### src/rtl/cache_arb_pkg.sv
`default_nettype none
// ============================================================================
//  Package     : cache_arb_pkg
//  Description : Shared constants, width helpers and output word type for the
//                cache control-path arbitrated merge (arb_merge_rr_cache).
//  Contents    : ARB_FIXED / ARB_RR mode codes, id_width() helper, default
//                configuration widths, out_word_t {ch_id, data} word type.
//  Revision    : 1.0 - initial release
// ============================================================================
package cache_arb_pkg;

  // Arbitration mode codes for the ARB_MODE parameter
  localparam int ARB_FIXED = 0;
  localparam int ARB_RR    = 1;

  // Width of a channel id; never narrower than one bit
  function automatic int id_width(input int n);
    return (n > 1) ? $clog2(n) : 1;
  endfunction

  // Default configuration of the merge
  localparam int DEF_NUM_CH     = 4;
  localparam int DEF_DATA_WIDTH = 5;
  localparam int DEF_ID_W       = id_width(DEF_NUM_CH);

  // Output word of the default configuration: winning channel id plus payload
  typedef struct packed {
    logic [DEF_ID_W-1:0]       ch_id;
    logic [DEF_DATA_WIDTH-1:0] data;
  } out_word_t;

endpackage
`default_nettype wire

### src/rtl/cache_ch_fifo.sv
`default_nettype none
// ============================================================================
//  Module      : cache_ch_fifo
//  Description : Per-channel synchronous FIFO for the cache arbitrated merge.
//                Show-ahead: head always presents the oldest stored word.
//  Ports       : clk, rst        - clock, synchronous active-high reset
//                push, push_data - write request / payload (ignored when full)
//                pop             - remove head (ignored when empty)
//                head            - oldest stored word
//                full, empty     - occupancy flags (registered state only)
//  Revision    : 1.0 - initial release
// ============================================================================
module cache_ch_fifo #(
  parameter int DATA_WIDTH = 5,
  parameter int FIFO_DEPTH = 2
) (
  input  logic                  clk,
  input  logic                  rst,
  input  logic                  push,
  input  logic [DATA_WIDTH-1:0] push_data,
  input  logic                  pop,
  output logic [DATA_WIDTH-1:0] head,
  output logic                  full,
  output logic                  empty
);

  // Pointers carry one extra bit so full and empty are distinguishable
  localparam int PW = $clog2(FIFO_DEPTH) + 1;
  localparam int AW = (FIFO_DEPTH > 1) ? $clog2(FIFO_DEPTH) : 1;

  logic [PW-1:0]         wr_ptr;
  logic [PW-1:0]         rd_ptr;
  logic [PW-1:0]         fill;
  logic [AW-1:0]         wr_idx;
  logic [AW-1:0]         rd_idx;
  logic [DATA_WIDTH-1:0] mem [FIFO_DEPTH];
  logic                  do_push;
  logic                  do_pop;

  assign fill    = wr_ptr - rd_ptr;
  assign full    = (fill == PW'(FIFO_DEPTH));
  assign empty   = (wr_ptr == rd_ptr);
  assign do_push = push & ~full;
  assign do_pop  = pop & ~empty;

  generate
    if (FIFO_DEPTH == 1) begin : g_single
      assign wr_idx = '0;
      assign rd_idx = '0;
    end else begin : g_multi
      // Depth is a power of two, so the low pointer bits wrap naturally
      assign wr_idx = wr_ptr[AW-1:0];
      assign rd_idx = rd_ptr[AW-1:0];
    end
  endgenerate

  always_ff @(posedge clk) begin
    if (rst) begin
      wr_ptr <= '0;
      rd_ptr <= '0;
    end else begin
      if (do_push) wr_ptr <= wr_ptr + PW'(1);
      if (do_pop)  rd_ptr <= rd_ptr + PW'(1);
    end
  end

  // Storage needs no reset: the pointers alone define what is valid
  always_ff @(posedge clk) begin
    if (do_push) mem[wr_idx] <= push_data;
  end

  assign head = mem[rd_idx];

endmodule
`default_nettype wire

### src/rtl/arb_merge_rr_cache.sv
`default_nettype none
// ============================================================================
//  Module      : arb_merge_rr_cache
//  Description : NUM_CH-input arbitrated merge for the cache control path.
//                Each channel feeds a small FIFO; a fixed-priority or
//                round-robin arbiter selects one non-empty FIFO per cycle into
//                a registered output carrying payload plus source channel id.
//  Ports       : clk, rst     - clock, synchronous active-high reset
//                i_drive      - per-channel valid (transfer on i_drive & o_free)
//                i_data       - channel i at [i*DATA_WIDTH +: DATA_WIDTH]
//                o_free       - per-channel ready (channel FIFO not full)
//                o_driveNext  - output valid, held until consumed
//                o_data       - payload of current output word
//                o_chId       - source channel of o_data
//                i_freeNext   - downstream ready
//  Revision    : 1.0 - initial release
// ============================================================================
module arb_merge_rr_cache
  import cache_arb_pkg::*;
#(
  parameter int NUM_CH     = 4,
  parameter int DATA_WIDTH = 5,
  parameter int FIFO_DEPTH = 2,
  parameter int ARB_MODE   = 1
) (
  input  logic                         clk,
  input  logic                         rst,
  input  logic [NUM_CH-1:0]            i_drive,
  input  logic [NUM_CH*DATA_WIDTH-1:0] i_data,
  output logic [NUM_CH-1:0]            o_free,
  output logic                         o_driveNext,
  output logic [DATA_WIDTH-1:0]        o_data,
  output logic [$clog2(NUM_CH)-1:0]    o_chId,
  input  logic                         i_freeNext
);

  localparam int ID_W = id_width(NUM_CH);
  // NUM_CH expressed one bit wider than an id, for modulo wrap compares
  localparam logic [ID_W:0] NUM_CH_X = (ID_W + 1)'(NUM_CH);

  typedef struct packed {
    logic [ID_W-1:0]       ch_id;
    logic [DATA_WIDTH-1:0] data;
  } word_t;

  logic [NUM_CH-1:0]     full;
  logic [NUM_CH-1:0]     empty;
  logic [NUM_CH-1:0]     push;
  logic [NUM_CH-1:0]     pop;
  logic [DATA_WIDTH-1:0] heads [NUM_CH];

  logic [NUM_CH-1:0]     req;
  logic [2*NUM_CH-1:0]   req2;
  logic [NUM_CH-1:0]     rot;
  logic [ID_W-1:0]       start;
  logic [ID_W-1:0]       offset;
  logic [ID_W:0]         sum;
  logic [ID_W:0]         inc;
  logic [ID_W-1:0]       winner;
  logic [ID_W-1:0]       ptr_next;
  logic                  any_req;
  logic                  load;

  logic                  out_valid;
  word_t                 out_q;
  logic [ID_W-1:0]       ptr;

  // --------------------------------------------------------------------------
  // Channel buffers
  // --------------------------------------------------------------------------
  generate
    for (genvar i = 0; i < NUM_CH; i++) begin : g_ch
      // Ready depends only on FIFO state, so a full FIFO refuses a push even
      // when it is being popped in the same cycle.
      assign push[i] = i_drive[i] & ~full[i];
      assign pop[i]  = load & (winner == ID_W'(i));

      cache_ch_fifo #(
        .DATA_WIDTH (DATA_WIDTH),
        .FIFO_DEPTH (FIFO_DEPTH)
      ) u_fifo (
        .clk       (clk),
        .rst       (rst),
        .push      (push[i]),
        .push_data (i_data[i*DATA_WIDTH +: DATA_WIDTH]),
        .pop       (pop[i]),
        .head      (heads[i]),
        .full      (full[i]),
        .empty     (empty[i])
      );
    end
  endgenerate

  assign o_free = ~full;

  // --------------------------------------------------------------------------
  // Arbiter: rotate a doubled request vector so the search origin lands at
  // bit 0, priority-encode the lowest set bit, then rotate the result back.
  // Fixed priority is the same search with the origin pinned at channel 0.
  // --------------------------------------------------------------------------
  assign req     = ~empty;
  assign req2    = {req, req};
  assign any_req = |req;

  always_comb begin
    start  = (ARB_MODE == ARB_RR) ? ptr : '0;
    rot    = req2[start +: NUM_CH];
    offset = '0;
    for (int k = NUM_CH - 1; k >= 0; k--) begin
      if (rot[k]) offset = ID_W'(k);
    end
    sum = {1'b0, start} + {1'b0, offset};
    if (sum >= NUM_CH_X) sum = sum - NUM_CH_X;
    winner = sum[ID_W-1:0];

    inc = {1'b0, winner} + (ID_W + 1)'(1);
    if (inc == NUM_CH_X) inc = '0;
    ptr_next = inc[ID_W-1:0];
  end

  // Reload whenever the output slot is empty or being consumed this cycle;
  // this gives back-to-back transfers with no bubble.
  assign load = (~out_valid | i_freeNext) & any_req;

  // --------------------------------------------------------------------------
  // Output register and round-robin pointer
  // --------------------------------------------------------------------------
  always_ff @(posedge clk) begin
    if (rst) begin
      out_valid <= 1'b0;
      out_q     <= '0;
      ptr       <= '0;
    end else begin
      if (load) begin
        out_valid   <= 1'b1;
        out_q.ch_id <= winner;
        out_q.data  <= heads[winner];
        if (ARB_MODE == ARB_RR) ptr <= ptr_next;
      end else if (i_freeNext) begin
        // Payload is left untouched so o_data keeps the last word
        out_valid <= 1'b0;
      end
    end
  end

  assign o_driveNext = out_valid;
  assign o_data      = out_q.data;
  assign o_chId      = out_q.ch_id;

endmodule
`default_nettype wire

### config.mk
export PLATFORM = sky130hd
export DESIGN_NAME = arb_merge_rr_cache
export DESIGN_NICKNAME = d
export VERILOG_FILES = /design/src/rtl/cache_arb_pkg.sv /design/src/rtl/cache_ch_fifo.sv /design/src/rtl/arb_merge_rr_cache.sv
export SDC_FILE = /design/constraint.sdc
export NUM_CORES = 1
export LEC_CHECK = 0
export CORE_UTILIZATION = 35
export DETAILED_ROUTE_END_ITERATION = 8
export PLACE_DENSITY = 0.55
export SKIP_LAST_GASP = 1
export SYNTH_ARGS = -nofsm -noshare
export SYNTH_HDL_FRONTEND = slang
export SYNTH_SLANG_ARGS = --single-unit
### constraint.sdc
create_clock -name clk -period 2.8 [get_ports clk]
set_clock_uncertainty 0.05 [all_clocks]
set_input_delay 0.42 -clock clk [delete_from_list [all_inputs] [get_ports clk]]
set_output_delay 0.42 -clock clk [all_outputs]
set_load 0.1 [all_outputs]
=== Word-level counts from Yosys, hierarchy flattened ===
Memory sizes are Yosys's and may differ from the RTL's. A register that Yosys moved wholly into a read port is not among the register bits.
Index checks and enable logic that the tools add are counted.

* Order comparisons: 2
* Shift-type cells: 1
* $add $sub $neg: 15
* Div/mod/pow operators: 0
* Multipliers: 0
* Eq/ne operators: 12
* Bitwise logic cells: 30
* Mux-type cells: 27
* Reductions and logical operators: 3

{| class="wikitable"
|+ Operators with widths
! kind !! count
|-
| 1-bit two-way mux || 18
|-
| 1-bit bitwise AND || 17
|-
| 2-bit by 1-bit adder with 2-bit output (second input constant) || 8
|-
| 2-bit == test (second input constant) || 6
|-
| 2-bit two-way mux || 6
|-
| 5-bit binary-select mux with 2-bit select || 1
|-
| 5-bit two-way mux || 2
|-
| 1-bit inverter || 9
|-
| 2-bit == test || 4
|-
| 4-bit inverter || 2
|-
| 8-bit by 3-bit variable part select with 4-bit output || 1
|-
| 2-bit subtractor || 4
|-
| 3-bit greater-or-equal comparator (second input constant) || 2
|-
| 4-bit OR reduction || 1
|-
| 2-bit by 1-bit adder with 3-bit output (second input constant) || 1
|-
| 2-bit by 2-bit adder with 3-bit output || 1
|-
| 3-bit == test (second input constant) || 1
|-
| 2-bit inverter with 3-bit output || 1
|-
| 2-bit by 1-bit == test with 1-bit output (second input constant) || 1
|-
| 2-bit zero test || 1
|-
| 2-bit nonzero test || 1
|-
| 2-bit by 1-bit subtractor with 2-bit output (second input constant) || 1
|-
| 1-bit bitwise OR || 1
|}

* Word-level logic and storage cells: 106
* Register bits after elaboration: 26
* Bits in read-only memories: 0
* Memories: 4
* Output and inout port bits: 12
* Bits in writable memories: 40
* Latch bits: 0

{| class="wikitable"
|+ Memories
! memory !! depth !! bits a word !! read ports !! clocked after Yosys merged registers in !! write ports !! line !! text
|-
| g_ch[0].u_fifo.mem || 2 || 5 || 1 || 1 || 1 || cache_ch_fifo.sv:36 || <nowiki>logic [DATA_WIDTH-1:0] mem [FIFO_DEPTH];</nowiki>
|-
| g_ch[1].u_fifo.mem || 2 || 5 || 1 || 1 || 1 || cache_ch_fifo.sv:36 ||
|-
| g_ch[2].u_fifo.mem || 2 || 5 || 1 || 1 || 1 || cache_ch_fifo.sv:36 ||
|-
| g_ch[3].u_fifo.mem || 2 || 5 || 1 || 1 || 1 || cache_ch_fifo.sv:36 ||
|}

=== Longest topological paths before layout ===
Gate-level depths: netlist (run 1).

* Depth in word-level cells: 15
* Mapped depth: 18

=== By module ===
A second synthesis (run 1) with hierarchy kept.

* Cell total of the unflattened synthesis: 304
* Area, all modules: 3440.8 µm²

{| class="wikitable"
|+ Modules (own cells, without submodules)
! module !! times used !! area an instance (µm²) !! cells an instance
|-
| cache_ch_fifo || 4 || 629.4 || 48
|-
| arb_merge_rr_cache || 1 || 923.4 || 112
|}

=== Worst setup path after synthesis (run 1) ===
No wires, ideal clock.

* Path kind: register to register
* From: register g_ch[2].u_fifo.wr_ptr[1]
* To: register g_ch[3].u_fifo.rd_ptr[0]
* Arrival: 2.548 ns
* Slack: 0.074 ns
* Buffers on the path: 3
* Stages on the path, launching flop included: 17
* Data required time: 2.622 ns
* Clock period less this slack: 2.726 ns
* Path through: dfxtp_1 -> xor2_1 -> nand2b_1 -> buf_4 -> o311a_1 -> o21ai_0 -> ha_1 -> xor2_1 -> and3_4 -> buf_6 -> buf_6 -> nor2_1 -> inv_1 -> ha_1 -> nand3_1 -> xor2_1 -> nor2_1

* Cells in the longest elaborated chain, start to end: 13
* Elaborated cells between the ends (all ways): 16

{| class="wikitable"
|+ RTL lines
! item !! line !! text
|-
| start: declaration || cache_ch_fifo.sv:31 || <nowiki>logic [PW-1:0] wr_ptr;</nowiki>
|-
| start signal: assignment || cache_ch_fifo.sv:62 || <nowiki>if (do_push) wr_ptr <= wr_ptr + PW'(1);</nowiki>
|-
| 2-bit == test * || cache_ch_fifo.sv:42 || <nowiki>assign empty = (wr_ptr == rd_ptr);</nowiki>
|-
| 4-bit inverter * || arb_merge_rr_cache.sv:101 || <nowiki>assign req = ~empty;</nowiki>
|-
| 8-bit by 3-bit variable part select with 4-bit output || arb_merge_rr_cache.sv:107 || <nowiki>rot = req2[start +: NUM_CH];</nowiki>
|-
| 2-bit two-way mux (4 in a row) || arb_merge_rr_cache.sv:110 || <nowiki>if (rot[k]) offset = ID_W'(k);</nowiki>
|-
| 2-bit by 2-bit adder with 3-bit output || arb_merge_rr_cache.sv:112 || <nowiki>sum = {1'b0, start} + {1'b0, offset};</nowiki>
|-
| 3-bit greater-or-equal comparator / 2-bit by 1-bit subtractor with 2-bit output (equally long branches) || arb_merge_rr_cache.sv:113 || <nowiki>if (sum >= NUM_CH_X) sum = sum - NUM_CH_X;</nowiki>
|-
| 2-bit two-way mux || arb_merge_rr_cache.sv:113 ||
|-
| 2-bit == test || arb_merge_rr_cache.sv:76 || <nowiki>assign pop[i] = load & (winner == ID_W'(i));</nowiki>
|-
| 1-bit bitwise AND * || arb_merge_rr_cache.sv:76 ||
|-
| 1-bit bitwise AND * || cache_ch_fifo.sv:44 || <nowiki>assign do_pop = pop & ~empty;</nowiki>
|-
| end signal: assignment || cache_ch_fifo.sv:63 || <nowiki>if (do_pop) rd_ptr <= rd_ptr + PW'(1);</nowiki>
|-
| end: declaration || cache_ch_fifo.sv:32 || <nowiki>logic [PW-1:0] rd_ptr;</nowiki>
|}

Every way passes the cells marked *; elsewhere a longest branch is shown, timed or not.
A chain may end at the register's enable or synchronous reset.

=== Worst setup path after layout (run 1) ===
* From: register g_ch[0].u_fifo.rd_ptr[1]
* To: register g_ch[1].u_fifo.rd_ptr[0]

* Cells in the longest elaborated chain, start to end: 13
* Elaborated cells between the ends (all ways): 16

{| class="wikitable"
|+ RTL lines
! item !! line
|-
| start: declaration || cache_ch_fifo.sv:32
|-
| start signal: assignment || cache_ch_fifo.sv:63
|-
| 2-bit == test * || cache_ch_fifo.sv:42
|-
| 4-bit inverter * || arb_merge_rr_cache.sv:101
|-
| 8-bit by 3-bit variable part select with 4-bit output || arb_merge_rr_cache.sv:107
|-
| 2-bit two-way mux (4 in a row) || arb_merge_rr_cache.sv:110
|-
| 2-bit by 2-bit adder with 3-bit output || arb_merge_rr_cache.sv:112
|-
| 3-bit greater-or-equal comparator / 2-bit by 1-bit subtractor with 2-bit output (equally long branches) || arb_merge_rr_cache.sv:113
|-
| 2-bit two-way mux || arb_merge_rr_cache.sv:113
|-
| 2-bit by 1-bit == test with 1-bit output || arb_merge_rr_cache.sv:76
|-
| 1-bit bitwise AND * || arb_merge_rr_cache.sv:76
|-
| 1-bit bitwise AND * || cache_ch_fifo.sv:44
|-
| end signal: assignment || cache_ch_fifo.sv:63
|-
| end: declaration || cache_ch_fifo.sv:32
|}

Marked as above.

==> flow_summary.toml, run 1 <==
[routing]
drc = 0
drt_iter0_markers = 100
vias_per_cell = 4.96
routedWlPerCell_um = 14.8
vias = 2105
firstDrtPassIters = 4
ant_nets = 0
routed_wl_um = 6290

[yosys]
synth_xor_area_frac = 0.0570
synth-edff-count = 40
yosys.area_share.simple = 0.136
synth_area_leader_cell = "edfxtp_1"
syn_nets = 290
ys_warn_count = 0
async_flop_share = 0
synth_area_um2 = 3070
synthCells = 261
ys.flop_type = "edfxtp_1"
synth_top_area_share = 0.391
synth_mux_area_frac = 0.0607
ys_ff_latch = 70
avgSynthCellArea_um2 = 11.8
synth_compound_area_frac = 0.120
seq_area_frac_synth = 0.587
synth_top_family_by_area = "simple AND/OR/NAND/NOR gates"
synthTopCellsByArea = "edfxtp_1 39%, dfxtp_1 20%, mux2i_1 4.2%, nor2_1 3.9%, nor2b_1 3.5%"
synth-adder-area-share = 0.00815
ys_types = 37

[cells_and_area]
final_nets = 343
drive_above_1_share = 0.207
syn2layout_area_growth_pct = 25.8
final_util = 0.463
instances_no_fill = 424
diodes = 0
fillers = 785

[place]
gp_congestion = 0.733
dpl.cell_count = 406
dp_hpwl_um = 4480
portBuffers = 38

[setup_path]
path_cells = "xor2_2 -> nand2b_4 -> nor3_1 -> a311oi_1 -> o21ai_1 -> ha_2 -> xor2_2 -> and3_4 -> buf_4 -> or4_1 -> a21oi_1"
cp.required_ns = 3.00
path_buf_inv = 1
r2r_start = "g_ch[0].u_fifo.rd_ptr[1]"
reg2reg_slack_ns = 0.05
slowest_delay_ns = 0.49
endpoint = "g_ch[1].u_fifo.rd_ptr[0]"
rr_endpoint = "g_ch[1].u_fifo.rd_ptr[0]"
endpoint_kind = "flop"
worst-path-stages = 11
crit_fanout = 10
cp_common_cell = "xor2_2"
cp.arrival_ns = 2.95
slowest_stage = "or4_1"
crit_type = "reg2reg"
critical_path.top_delay_family = "simple AND/OR/NAND/NOR gates"
r2r_cells = 11
start_kind = "flop"
startpoint = "g_ch[0].u_fifo.rd_ptr[1]"

[floorplanning]
fp-row-count = 33
core_um2 = 8340
ios = 39
dieHeight_um = 95.7
dieArea_um2 = 9150
die_w_um = 95.7
initial_core_util = 0.368

[global_route]
grt_usage = 0.149
grt_first_pass_wirelength_um = 9830
grt_max_degree = 19
grt_pass1_vias = 1971
overflow = 0
antenna_found_initial = 0

[timing]
slew-limit-headroom = 0.487
finalMaxSlewViolations = 0
hold_violations = 0
period_share = 0.981
finalSetupViolations = 0
achievable-frequency_mhz = 364
post-route-min-period_ns = 2.75
worst_slew_pin_slew_ns = 0.767

[clocking]
cts_made_buffers = 9
cts_tree = "done"
ctsHoldBuffers = 0
htree_levels = 3
clkSinkCount = 70
clk_latency_ns = 0.34
cts_root_buf = "clkbuf_8"
clockBufferDepth = 2
clk_pin_slew_worst_paths_ns = 0.07

[power]
design_power_total_uw = 4970
peakVddDrop_mv = 0.478
power_leakage_uw = 0.00143
powerDensity_nw_per_um2 = 1290

[run_status]
status = "completed"

[flow_run]
drv_cap = 0

[worst_hold_path]
min_path_type = "reg2reg"
[worst min-delay path, cell delays in order (launching register included)]
cell and delay [ns]:
dfxtp_1 0.32, nor2_1 0.10, a311oi_1 0.05
[stage by stage]
| stage | hold slack, ns | setup WS [ns] | setup TNS [ns] | area, um^2 |
|---|---|---|---|---|
| 5_1_grt | 0.485 | -0.0625 | -0.399 | 3860 |
| 3_5_place_dp | 0.457 | -0.0903 | -0.114 | 3600 |
| 2_1_floorplan | 0.447 | 0.0741 | 0 | 3070 |
| 4_1_cts | 0.464 | 0.00866 | 0 | 3770 |
| 3_3_place_gp | 0.446 | -0.121 | -0.121 | 3600 |
| 6_report | 0.454 | 0.0523 | 0 | 3860 |
[final cells by class]
cell class,instances,area (um^2),share of cell area
repair buffers,58,500,0.130
inverters,2,7.51,0.00194
flip-flops and latches,70,1800,0.467
multi-input cells,173,1260,0.327
clock inverters,6,28.8,0.00745
clock buffers,10,128,0.0330
well taps,105,131,0.0340
[logic make-up (layout without fill, tap and decap cells)]
family,after synthesis,in the layout
AND/OR/NAND/NOR,83,83
flip-flops,70,70
AO/OA/AOI/OAI,50,50
XOR/XNOR,20,20
multiplexers,18,18
buffers and inverters,18,76
adder cells (fa/ha/maj),2,2
[cells in the mapped netlist, drive strengths merged, types with 6 or more instances]
cell type and n:
a211oi 11, a21oi 11, a311oi 6, buf 8
clkbuf 8, dfxtp 30, edfxtp 40, mux2i 13
nand2 10, nor2 32, nor2b 17, o21ai 6
xnor2 9, xor2 11
[per-layer routing]
layer,global-route usage,part of all wire,vias to the layer above
met2,0.235,0.47,45
met4,0.0734,0.017,0
met1,0.186,0.47,987
met5,0,0,-
met3,0.0423,0.040,11
li1,-,-,1062
[layout by cell type (no fill, tap or decap), drive strengths merged, types with 2 or more instances in the layout]
master          n
a2111o          5
a211oi         11
a21o            2
a21oi          11
a311oi          6
and3            5
buf            32
clkbuf         10
clkdlybuf4s50  26
clkinv          5
dfxtp          30
edfxtp         40
ha              2
inv             2
mux2            5
mux2i          13
nand2          10
nand2b          5
nand3           4
nor2           32
nor2b          17
nor3            4
nor4b           2
o2111ai         3
o211ai          3
o21ai           6
o31ai           2
or4             2
xnor2           9
xor2           11
[flip-flops by register name (all words and copies together) (netlist names), named ones only]
signal              cells
g_ch.u_fifo.mem        40
g_ch.u_fifo.rd_ptr      8
g_ch.u_fifo.wr_ptr      8
o_data                  5
o_chId                  2
ptr                     2
o_driveNext             1
[how the worst min path moves through the flow]
stage	slack, ns	cells past startpoint	end	from
floorplan	0.45	2	flop	g_ch[0].u_fifo.rd_ptr[0]
global placement	0.45	2	o_chId[1]	o_chId[1]
detailed placement	0.46	2	o_data[3]	o_data[3]
CTS	0.46	2	o_data[3]	o_data[3]
global route	0.49	2	o_data[3]	o_data[3]
finish	0.45	2	o_data[3]	o_data[3]
[power breakdown]
| group | internal [uW] | switching, uW |
|---|---|---|
| Clock | 309 | 358 |
| Sequential | 1310 | 190 |
| Combinational | 1140 | 1660 |
[timing repair]
action / 4_1_cts / 5_1_grt
resized for setup: 4 / 15
endpoints found under the setup margin: 2 / 18
setup buffers: 0 / 2
cloned: 0 / 0
pin swaps: 0 / 2
No activity file was read; power rests on OpenSTA's default activity.
==> run 2: changes to the inputs <==
Settings changed: CAP_MARGIN set to 20, PLACE_DENSITY 0.55 to 0.69.
==> run 2 against run 1 <==
Effect of this change:
- first-iteration DRC count down 5.0%
- global-route usage down 0.41 points
- core utilization up 1.3 points
- final cell count down 1.2%
- critical path depth unchanged
==> flow_summary.toml, run 2 (synthesis gave the netlist of run 1 again) <==
[setup_path]
endpoint_kind = "flop"
crit_fanout = 16
cp.arrival_ns = 2.98
crit_type = "reg2reg"
cp.required_ns = 3.02
start_kind = "flop"

[timing]
hold_violations = 0
worst_slew_pin_slew_ns = 0.568
finalSetupViolations = 0
fin_tns_setup_ns = 0
period_share = 0.984
rsz0062_at_grt = "true"
achievable-frequency_mhz = 363
slew-limit-headroom = 0.620
post-route-min-period_ns = 2.76
finalMaxSlewViolations = 0

[floorplanning]
dieArea_um2 = 9150
ios = 39
fp-row-count = 33
die_w_um = 95.7
initial_core_util = 0.368
core_um2 = 8340
dieHeight_um = 95.7

[place]
portBuffers = 38
dp_hpwl_um = 4280
dpl.cell_count = 402
placed_cell_area_um2 = 3590
gp_congestion = 0.777

[routing]
ant_nets = 0
firstDrtPassIters = 6
drc = 0
routedWlPerCell_um = 14.4
routed_wl_um = 6040
drt_iter0_markers = 95
vias = 2082
vias_per_cell = 4.97

[cells_and_area]
syn2layout_area_growth_pct = 29.4
final_cell_mix = "40 x edfxtp_1, 29 x nor2_1, 27 x dfxtp_1"
top_regs = "g_ch.u_fifo.mem x40, g_ch.u_fifo.rd_ptr x8, g_ch.u_fifo.wr_ptr x8"
final_nets = 338
top_register = "g_ch.u_fifo.mem"
multiInputGateArea_um2 = 1330
drive_above_1_share = 0.236
layout_commonest_cell = "edfxtp_1"
instances_no_fill = 419
ff_latch_area_um2 = 1810
diodes = 0
final_cell_area_um2 = 3970
largest_reg_flops = 40
final_util = 0.476
fillers = 756

[global_route]
overflow = 0
grt_first_pass_wirelength_um = 9600
antenna_found_initial = 0
grt_max_degree = 17
grt_pass1_vias = 2011
grt_usage = 0.145

[clocking]
ctsHoldBuffers = 0
htree_levels = 3
cts_made_buffers = 9
cts_root_buf = "clkbuf_8"
clkSinkCount = 70
cts_tree = "done"
clk_latency_ns = 0.35
clockBufferDepth = 2
clk_pin_slew_worst_paths_ns = 0.07

[flow_run]
drv_cap = 0

[worst_hold_path]
min_path_type = "reg2reg"

[run_status]
status = "completed"
-- run 2: through the flow --
stage,hold WS [ns],setup WS [ns]
finish,0.470,0.0443
global route,0.484,-0.0886
CTS,0.473,0.0167
detailed placement,0.460,-0.0741
global placement,0.452,0.0942
floorplan,0.447,0.0741
-- run 2: critical path, cell delays in order, from the launching register on --
cell and delay (ns):
dfxtp_1 0.35, xnor2_2 0.16, and2_4 0.17, buf_4 0.14
o311a_1 0.30, o21ai_2 0.19, ha_4 0.16, xor2_2 0.17
a21oi_2 0.07, buf_4 0.20, or4_4 0.53, a21oi_1 0.18
-- run 2: metal layers --
metal / up-vias / routed length (um) / track usage
li1: 1054 / - / -
met4: 0 / 82 / 0.0522
met5: - / 0 / 0
met1: 977 / 2750 / 0.180
met2: 43 / 2940 / 0.227
met3: 8 / 263 / 0.0574
-- run 2: final timing paths --
kind | slack, ns | depth (start not counted) | start | endpoint
worst max-delay path | 0.04 | 11 | g_ch[3].u_fifo.wr_ptr[1] | g_ch[1].u_fifo.rd_ptr[0]
worst min-delay path | 0.47 | 2 | o_chId[1] | o_chId[1]
worst min register to register | 0.47 | 2 | o_chId[1] | o_chId[1]
worst max register to register | 0.04 | 11 | g_ch[3].u_fifo.wr_ptr[1] | g_ch[1].u_fifo.rd_ptr[0]
-- run 2: cell type report --
class / instances / share of cell area
Sequential cell: 70 / 0.454
Multi-Input combinational cell: 173 / 0.334
Timing Repair Buffer: 53 / 0.123
Tap cell: 105 / 0.0331
Clock buffer: 10 / 0.0321
Clock inverter: 6 / 0.0214
Inverter: 2 / 0.00189
-- run 2: what timing repair did --
action	CTS	global route
pin swaps	0	6
setup buffers	0	1
resized for setup	7	27
setup endpoints to repair	14	18
Power of run 2 is not shown: default switching activity piles up to over one toggle a cycle in this logic, so the estimate is an artifact.
==> run 3: changes to the inputs <==
Settings changed: PLACE_DENSITY 0.69 to 0.67.
Clock period 2.8 ns to 3.1 ns, I/O delays scaled along.
==> run 3 against run 2 <==
Effect of this change:
- critical path depth unchanged
- clock-buffer cell count fell by 1
- non-clock buffer count decreased by 7
- final area fell by 5.2%
- largest cell class unchanged
- final cell count down 1.7%
- first-iteration DRC count rose by 17%
- hold slack lost 0.0052 ns
- global-route usage up 0.16 points
- wire length down 2.7%
- sequential share of layout area increased by 2.4 points
- via count fell by 2.1%
- register-to-register slack better by 0.20 ns
==> flow_summary.toml, run 3 (synthesis gave the netlist of run 1 again) <==
[run_status]
status = "completed"

[clocking]
clkSinkCount = 70
cts_made_buffers = 9
ctsHoldBuffers = 0
clk_latency_ns = 0.36
clk_pin_slew_worst_paths_ns = 0.07
cts_root_buf = "clkbuf_8"
htree_levels = 3
cts_tree = "done"
clockBufferDepth = 2

[global_route]
antenna_found_initial = 0
grt_first_pass_wirelength_um = 9480
grt_max_degree = 34
grt_pass1_vias = 1924
overflow = 0
grt_usage = 0.146

[routing]
vias_per_cell = 4.95
ant_nets = 0
firstDrtPassIters = 4
routedWlPerCell_um = 14.3
vias = 2039
routed_wl_um = 5870
drt_iter0_markers = 111
drc = 0

[timing]
achievable-frequency_mhz = 351
worst_slew_pin_slew_ns = 0.456
finalSetupViolations = 0
post-route-min-period_ns = 2.85
finalMaxSlewViolations = 0
hold_violations = 0
period_share = 0.920
slew-limit-headroom = 0.695
fin_tns_setup_ns = 0
rsz0062_at_grt = "false"

[cells_and_area]
top_register = "g_ch.u_fifo.mem"
layout_commonest_cell = "edfxtp_1"
final_cell_mix = "40 x edfxtp_1, 32 x nor2_1, 30 x dfxtp_1"
top_regs = "g_ch.u_fifo.mem x40, g_ch.u_fifo.rd_ptr x8, g_ch.u_fifo.wr_ptr x8"
final_nets = 331
largest_reg_flops = 40
instances_no_fill = 412
syn2layout_area_growth_pct = 22.6
diodes = 0
drive_above_1_share = 0.150
fillers = 788

[power]
peakVddDrop_mv = 0.535
power_leakage_uw = 0.00138
powerDensity_nw_per_um2 = 1190

[floorplanning]
dieHeight_um = 95.7
ios = 39
dieArea_um2 = 9150
initial_core_util = 0.368
fp-row-count = 33
core_um2 = 8340
die_w_um = 95.7

[setup_path]
start_kind = "flop"
cp.arrival_ns = 3.05
endpoint_kind = "flop"
slowest_delay_ns = 0.38
crit_fanout = 18
slowest_stage = "mux2_2"
critical_path.top_delay_family = "simple AND/OR/NAND/NOR gates"
cp.required_ns = 3.30
crit_type = "reg2reg"
path_cells = "xnor2_1 -> and2_1 -> nand3_1 -> o311a_1 -> o21ai_0 -> ha_2 -> xor2_1 -> a21oi_2 -> buf_4 -> nor4b_1 -> mux2_2"
path_buf_inv = 1

[place]
gp_congestion = 0.755
dp_hpwl_um = 4310
portBuffers = 38
dpl.cell_count = 393

[worst_hold_path]
min_path_type = "reg2reg"

[flow_run]
drv_cap = 0
## run 3: changes by cell type in the layout (fill, tap and decap cells not counted), moves of 3 or more
cell	before	now
nor2_1	29	32
dfxtp_1	27	30
xnor2_2	4	0
buf_4	25	19
dfxtp_2	3	0
xnor2_1	5	9
## run 3: path summary, 6_finish.rpt
kind | startpoint | to | slack (ns) | cells after the start
worst max-delay path | g_ch[3].u_fifo.rd_ptr[0] | g_ch[0].u_fifo.rd_ptr[1] | 0.25 | 11
worst min-delay path | o_chId[0] | o_chId[0] | 0.46 | 2
worst max register to register | g_ch[3].u_fifo.rd_ptr[0] | g_ch[0].u_fifo.rd_ptr[1] | 0.25 | 11
worst min register to register | o_chId[0] | o_chId[0] | 0.46 | 2
## run 3: cell type report
cell class / count / area [um^2] / share of cell area
timing repair buffer: 46 / 423 / 0.112
multi-input combinational: 173 / 1180 / 0.313
clock inverter: 7 / 97.6 / 0.0259
clock buffer: 9 / 124 / 0.0329
sequential: 70 / 1800 / 0.479
tap: 105 / 131 / 0.0349
inverter: 2 / 7.51 / 0.00199
## run 3: worst min-delay path, cell delays in order (launching register included)
cell and delay (ns):
dfxtp_1 0.34, mux2i_1 0.07, nor2_1 0.07
## run 3: per-stage QoR
step | setup slack [ns] | utilization | total power [uW] | cell area (um^2) | hold WS [ns]
2_1_floorplan | 0.374 | - | 3090 | 3070 | 0.447
3_3_place_gp | 0.226 | 0.420 | 3540 | 3500 | 0.456
3_5_place_dp | 0.197 | 0.420 | 3570 | 3500 | 0.460
4_1_cts | 0.187 | 0.446 | 4400 | 3720 | 0.477
5_1_grt | 0.00484 | 0.451 | 4780 | 3760 | 0.502
6_report | 0.249 | 0.451 | 4460 | 3760 | 0.464
## run 3: what timing repair did
action,CTS,global route
setup buffers,0,3
gates resized for setup,0,3
setup endpoints to repair,0,7
## run 3: metal layers
layer / GRT usage / vias to the layer above / wire length (um) / part of all wire
li1: - / 1045 / - / -
met1: 0.188 / 937 / 2710 / 0.46
met2: 0.214 / 42 / 2690 / 0.46
met3: 0.0439 / 15 / 278 / 0.047
met4: 0.0920 / 0 / 199 / 0.034
met5: 0 / - / 0 / 0
## run 3: power breakdown
| part | switching (uW) | leakage (uW) | internal, uW |
|---|---|---|---|
| combinational | 1420 | 0.000652 | 883 |
| sequential | 171 | 0.000621 | 1180 |
| clock | 353 | 0.000111 | 456 |
| total | 1940 | 0.00138 | 2520 |
==> edit, RTL diff (settings of run 1) <==
Make the reset (`rst`) asynchronous in 2 clocked blocks. Comments in the files are not updated.
--- a/src/rtl/cache_ch_fifo.sv
+++ b/src/rtl/cache_ch_fifo.sv
@@ -54,7 +54,7 @@
     end
   endgenerate
 
-  always_ff @(posedge clk) begin
+  always_ff @(posedge clk or posedge rst) begin
     if (rst) begin
       wr_ptr <= '0;
       rd_ptr <= '0;
--- a/src/rtl/arb_merge_rr_cache.sv
+++ b/src/rtl/arb_merge_rr_cache.sv
@@ -125,7 +125,7 @@
   // --------------------------------------------------------------------------
   // Output register and round-robin pointer
   // --------------------------------------------------------------------------
-  always_ff @(posedge clk) begin
+  always_ff @(posedge clk or posedge rst) begin
     if (rst) begin
       out_valid <= 1'b0;
       out_q     <= '0;
Function: differs if rst is asserted again (counterexample within 4 cycles, from zero or initial values and one cycle with rst high); with rst held inactive, the same outputs for 4 cycles.
==> edit against run 1 <==
Worst setup slack worse by 21 ps; global-route usage up 0.16 points; critical path depth shrank 1; largest cell class unchanged; wire length grew 8.0%; final cell count is 4.5% higher; final area is 10% higher; synthesized area grew 6.0%; sequential share of layout area is 3.2 points lower; via count is 5.1% higher; sequential cell count down 4.
Power is left out: the tool's default activity adds up to more than one toggle a clock period on the data nets, which glitch-free logic cannot reach.
==> edit: results (changes against run 1) <==
[routing]
wl_met3_um = 257  ; +2.8%
first_iter_violations = 70  ; -30%
wl_met1_mm = 3.253  ; +10%
vias = 2212  ; +5.1%
met2WireLength_mm = 3.185  ; +7.1%
drt_wl_total_mm = 6.786  ; +8.0%
drt-pass1-iter-count = 6  ; +2
wl_per_cell_um = 15.32  ; +3.3%

[logic_synthesis]
netlist_instances = 268  ; +2.7%
ys_seq_area_share_pct = 56.88  ; -1.8 points
syn_nets = 297  ; +2.4%
synthTopCellsByCount = 40 x edfxtp_1, 26 x dfrtp_1, 25 x mux2i_1, 20 x nor3_1
synth_compound_area_share_pct = 4.228  ; -7.8 points
netlist_top_cells_area = edfxtp_1 37%, dfrtp_1 20%, mux2i_1 7.7%
muxShareOfSynthArea_pct = 12.87  ; +6.8 points
synthAdderAreaFrac_pct = 0.7686  ; -0.046 points

[timing]
tightest_slew_ps = 466.4  ; -300.8 ps
fmax_mhz = 361.2  ; -0.76%
fin_hold_ws_ps = 399.2  ; -54.32 ps

[layout]
drive_gt1_share_pct = 29.55  ; +8.9 points
syn2layout_area_growth_pct = 31.01
n_fill_cell = 816  ; +3.9%

[worst_setup_path]
cp_slowest_cell = or4_4
cp-endpoint = ptr[1]$_DFFE_PP0P_
rr_worst_depth = 10  ; -1
cp_max_fo = 3  ; -7
reg2reg_slack_ps = 30  ; -20 ps

[global_route]
met1_usage_pct = 20.65  ; +2.0 points
met3_usage_pct = 4.043  ; -0.18 points
grt_max_degree = 30  ; +11

[die]
rows = 34  ; +3.0%
start_util_pct = 36.79  ; about the same

[hold_path]
min_path_type = primary input to asynchronous set/reset pin

[clock_tree]
cts_sinks = 66  ; -5.7%

[placement]
place_congestion = 0.8058  ; +10%
dpl-instance-area_sq_um = 3940  ; +9.5%
dp.cells = 425  ; +4.7%

[outcome]
status = finished, final reports clean

[edit: cell types whose count changed after synthesis, moves of 12 or more]
cell / delta
nor2_1: -13
nor2b_1: -16
dfxtp_1: -30
dfrtp_1: +26
nor3_1: +16
mux2i_1: +12
nand3_1: +13
[edit: layout make-up]
| type | instances | share of cell area [%] |
|---|---|---|
| flip-flops and latches | 66 | 43.47 |
| multi-input cells | 186 | 35.14 |
| repair buffers | 64 | 13.58 |
| well taps | 108 | 3.168 |
| clock buffers | 11 | 3.080 |
| clock inverters | 5 | 1.291 |
| inverters | 3 | 0.2640 |
[edit: kinds of logic after synthesis]
kind of cell / Yosys count
buffers and inverters: 16
flip-flops: 66
AND/OR/NAND/NOR: 94
XOR/XNOR: 31
AO/OA/AOI/OAI: 19
multiplexers: 40
adder cells (fa/ha/maj): 2
[edit: what timing repair did]
action / CTS / global route
gates resized for setup: 1 / 26
pin swaps: 1 / 5
cloned: 0 / 1
buffers inserted: 0 / 1
setup endpoints to repair: 1 / 14
